### config.mk
export PLATFORM = sky130hd
export DESIGN_NAME = down_counter_timer
export DESIGN_NICKNAME = d
export VERILOG_FILES = /design/src/rtl/down_counter_timer.sv
export SDC_FILE = /design/constraint.sdc
export NUM_CORES = 1
export LEC_CHECK = 0
export ABC_AREA = 1
export CORE_AREA = 3 3 40 42
export CTS_CLUSTER_DIAMETER = 150
export CTS_CLUSTER_SIZE = 40
export DETAILED_ROUTE_END_ITERATION = 6
export DIE_AREA = 0 0 43 45
export PLACE_DENSITY_LB_ADDON = 0.12
export SETUP_SLACK_MARGIN = 0.3
export SYNTH_ARGS = -nofsm -noshare
export SYNTH_HDL_FRONTEND = slang
export SYNTH_SLANG_ARGS = --single-unit
### constraint.sdc
create_clock -name clk -period 3.65 [get_ports clk]
set_input_delay 0.365 -clock clk [delete_from_list [all_inputs] [get_ports clk]]
set_output_delay 0.365 -clock clk [all_outputs]
set_load 0.1 [all_outputs]
### src/rtl/down_counter_timer.sv
// Loadable down-counting timer with valid/ready load and one-cycle done pulse on expiry.
// Define DOWN_COUNTER_TIMER_AUTO_RELOAD_EN for periodic mode (reload on expiry); default is one-shot.
module down_counter_timer #(
  parameter int WIDTH = 4
) (
  input  logic             clk,
  input  logic             rst_n,
  input  logic             load_valid,
  input  logic [WIDTH-1:0] load_value,
  output logic             load_ready,
  input  logic             en,
  input  logic             abort,
  output logic [WIDTH-1:0] count,
  output logic             busy,
  output logic             done
);

  // state | meaning
  // IDLE  | waiting for a load; load_ready high, count held at 0
  // RUN   | counting down on enabled cycles; busy high
  typedef enum logic {IDLE = 1'b0, RUN = 1'b1} state_t;

  state_t           state_q, state_d;
  logic [WIDTH-1:0] count_q, count_d;
  logic [WIDTH-1:0] reload_q, reload_d;
  logic             done_q, done_d;

  always_ff @(posedge clk) begin
    if (!rst_n) begin
      state_q  <= IDLE;
      count_q  <= '0;
      reload_q <= '0;
      done_q   <= 1'b0;
    end else begin
      state_q  <= state_d;
      count_q  <= count_d;
      reload_q <= reload_d;
      done_q   <= done_d;
    end
  end

  always_comb begin
    state_d  = state_q;
    count_d  = count_q;
    reload_d = reload_q;
    done_d   = 1'b0;
    unique case (state_q)
      IDLE: begin
        if (load_valid) begin
          count_d  = load_value;
          reload_d = load_value;
          if (load_value != '0) state_d = RUN;
          else                  done_d  = 1'b1;
        end
      end
      RUN: begin
        if (abort) begin
          state_d = IDLE;
          count_d = '0;
        end else if (en) begin
          if (count_q > WIDTH'(1)) begin
            count_d = count_q - WIDTH'(1);
          end else begin
            // count of 1 expires; 0 cannot occur in RUN but is treated the same
            done_d = 1'b1;
`ifdef DOWN_COUNTER_TIMER_AUTO_RELOAD_EN
            count_d = reload_q;
`else
            count_d = '0;
            state_d = IDLE;
`endif
          end
        end
      end
      default: begin
        state_d = IDLE;
        count_d = '0;
      end
    endcase
  end

  assign load_ready = (state_q == IDLE);
  assign busy       = (state_q == RUN);
  assign count      = count_q;
  assign done       = done_q;

endmodule

==> summary.md <==
| Metric | Value |
|---|---|
| Final setup fails | `0` |
| Slowest cell delay on critical path | `1.22 ns` |
| Core Footprint | `1280 sq um` |
| First-pass GRT wire length | `1590 um` |
| DRC viols | `0` |
| Power Dens Cells | `401 nW/um^2` |
| CTS root buf | `clkbuf_4` |
| Final setup margin | `1.24 ns` |
| Fin nets | `96` |
| Clock skew | `0.00245 ns` |
| Slew headroom | `34.9%` |
| Setup bufs post-CTS | `0` |
| Vias in the first global route | `403` |
| Total GRT Usage | `11.3%` |
| Total wire length | `973 um` |
| Seq/Total Area, Yosys | `27.0%` |
| Worst-path clk slew | `0.04 ns` |
| Initial antenna violation count | `0` |
| Peak VDD IR | `0.000228 V` |
| Final core occ | `48.7%` |
| Die X | `43 um` |
| Port bufs | `15` |
| Synth Net Count | `77` |
| CP Launch Type | `register` |
| Most area-hungry cell type in the Yosys netlist | `dfxtp_1` |
| Period utilisation layout | `65.9%` |
| Max_cap viols | `0` |
| Final ANT Viol Nets | `0` |
| Antenna diode count | `0` |
| Crit path launch | `busy` |
| Syn_area_per_cell | `6.75 sq um` |
| Sw frac | `43.2%` |
| Synth Cell Area | `445 sq um` |
| Outcome | `complete, no violations` |
| WS Path Type | `register to primary output` |
| Starting Density | `34.7%` |
| Cell count after synthesis | `66` |
| # rows | `13` |
| Max Slew Vio Count | `0` |
| Die ar. | `1940 sq um` |
| Worst Max-Slew Pin Slew | `0.973 ns` |
| Drt wl/cell | `9.93 um` |
| Layout cells sized above 1 | `14.5%` |
| DIE HEIGHT | `45 um` |
| Critical Path End Type | `primary output` |
| Hold depth | `2` |
| Top cells by area, synth | `dfxtp_1, inv_1, nor2_1` |
| Remaining Overflow, GRT | `0` |
| CP Max Fanout | `10` |
| Worst Min Path Start | `count[1]` |
| Via count | `432` |
| Reg2reg start | `count[0]` |
| Cells along the critical path | `clkdlybuf4s50_1` |
| Cell family with the largest share of critical-path delay | `buffers and inverters` |
| Internal power | `0.143 mW` |
| Netlist cell types | `19` |
| Cts bufs inserted | `3` |
| Hold_buf cts | `0` |
| # placed instances | `95` |
| Post-cts sizing count | `0` |
| TritonCTS clock tree | `yes` |
| Combinational fraction of design power | `45.1%` |
| First drt pass iteration count | `2` |
| Largest net degree at the start of global routing | `11` |
| Worst min path class | `register to register` |
| Crit-path slowest cell | `clkdlybuf4s50_1` |
| Number of placed I/O pins | `16` |
| H-Tree Depth | `1` |
| Max Clock Freq | `415 MHz` |
| DR iter-0 viols | `7` |
| Clk pwr share | `23.1%` |
| Leakage dissipation | `0.278 nW` |
| Layout overhead on the synthesized area | `40.4%` |
| CTS Sinks | `6` |
| Worst skew pair latency | `0.24 ns` |
| DR vias/cell | `4.41` |
| Yosys reg bits | `6` |
| Setup TNS | `0 ns` |
| YS warnings | `0` |
| Sw Pwr | `0.108 mW` |
| Cells on worst reg2reg path | `7` |
| Dpl hpwl | `821 um` |
| Critical Path Stages | `1` |
| Flop pwr share | `31.8%` |
| Worst EP required | `3.28 ns` |
| Top cell type's share of synthesized area | `27.0%` |
| Buf+Inv Stages, Crit Path | `1` |
| Clock tree buffer depth | `2` |
| Final Hold Viols | `0` |
| Post-place setup slack | `1.49 ns` |
| GPL Wtd Cong | `0.696` |
| Final Critical Period | `2.41 ns` |
| Critical Path AT | `2.04 ns` |
| Fin cells | `98` |
| RSZ-0062 raised after global routing | `no` |
-- flip-flops by register name, indices dropped and copies added, names as in the netlist --
register / cells
done: 1
count: 4
busy: 1
-- power groups by stage --
stage,clock [mW],combinational (mW),sequential (mW)
global placement,0,0.113,0.0806
detailed placement,0,0.114,0.0811
CTS,0.0626,0.114,0.0799
floorplan,0,0.0485,0.118
finish,0.0581,0.113,0.0798
global route,0.0663,0.120,0.0811
-- routing by layer --
layer	vias up	share of wire, %	GRT usage, %
met2	9	47	18.0
met1	183	48	13.1
met5	-	0	0
li1	240	-	-
met3	0	4.5	4.78
met4	0	0	5.42
-- Yosys cell counts, drive strengths merged --
master / instances
a21boi: 1
a21oi: 5
buf: 1
dfxtp: 6
ha: 2
inv: 15
nand2: 8
nand3: 4
nand4: 2
nor2: 14
o21a: 1
o21ai: 7
-- cell families (layout without fill, tap and decap cells) --
| group | Yosys count | in the layout | synth area share, % |
|---|---|---|---|
| AOI/OAI and AO/OA | 14 | 14 | 21.9 |
| adders and majority gates | 2 | 2 | 5.62 |
| buffers and inverters | 16 | 33 | 15.2 |
| DFF | 6 | 6 | 27.0 |
| and+or+nand+nor | 28 | 28 | 30.3 |
-- cell usage in the layout, fill, tap and decap left out, types with 2 or more instances in the layout --
cell type        synthesis  routed
nor2_1                  12      12
nand3_1                  4       4
inv_1                   12      12
clkdlybuf4s50_1          0      15
o21ai_1                  6       6
nand4_1                  2       2
clkbuf_4                 0       3
ha_1                     2       2
nand2_1                  6       6
a21oi_1                  4       4
dfxtp_1                  6       6
inv_2                    3       3
-- through the flow --
stage	area (sq um)	power, mW	hold slack, ns
2_1_floorplan	445	0.167	0.483
3_3_place_gp	603	0.194	0.526
3_5_place_dp	603	0.195	0.536
4_1_cts	626	0.257	0.547
5_1_grt	626	0.267	0.569
6_report	626	0.251	0.539
-- path summary, 6_finish.rpt --
check / slack [ns] / endpoint
setup / recovery: 1.24 / busy
hold / removal: 0.54 / count[1]
setup reg to reg: 2.35 / count[2]
hold reg to reg: 0.54 / count[1]
-- area by class of cell --
class,instances,area [sq um]
fillers,134,659
multi-input cells,44,258
repair buffers,15,150
flip-flops and latches,6,120
inverters,15,56.3
clock buffers,3,22.5
well taps,15,18.8
Note: power is estimated with default switching activity, not from simulation.
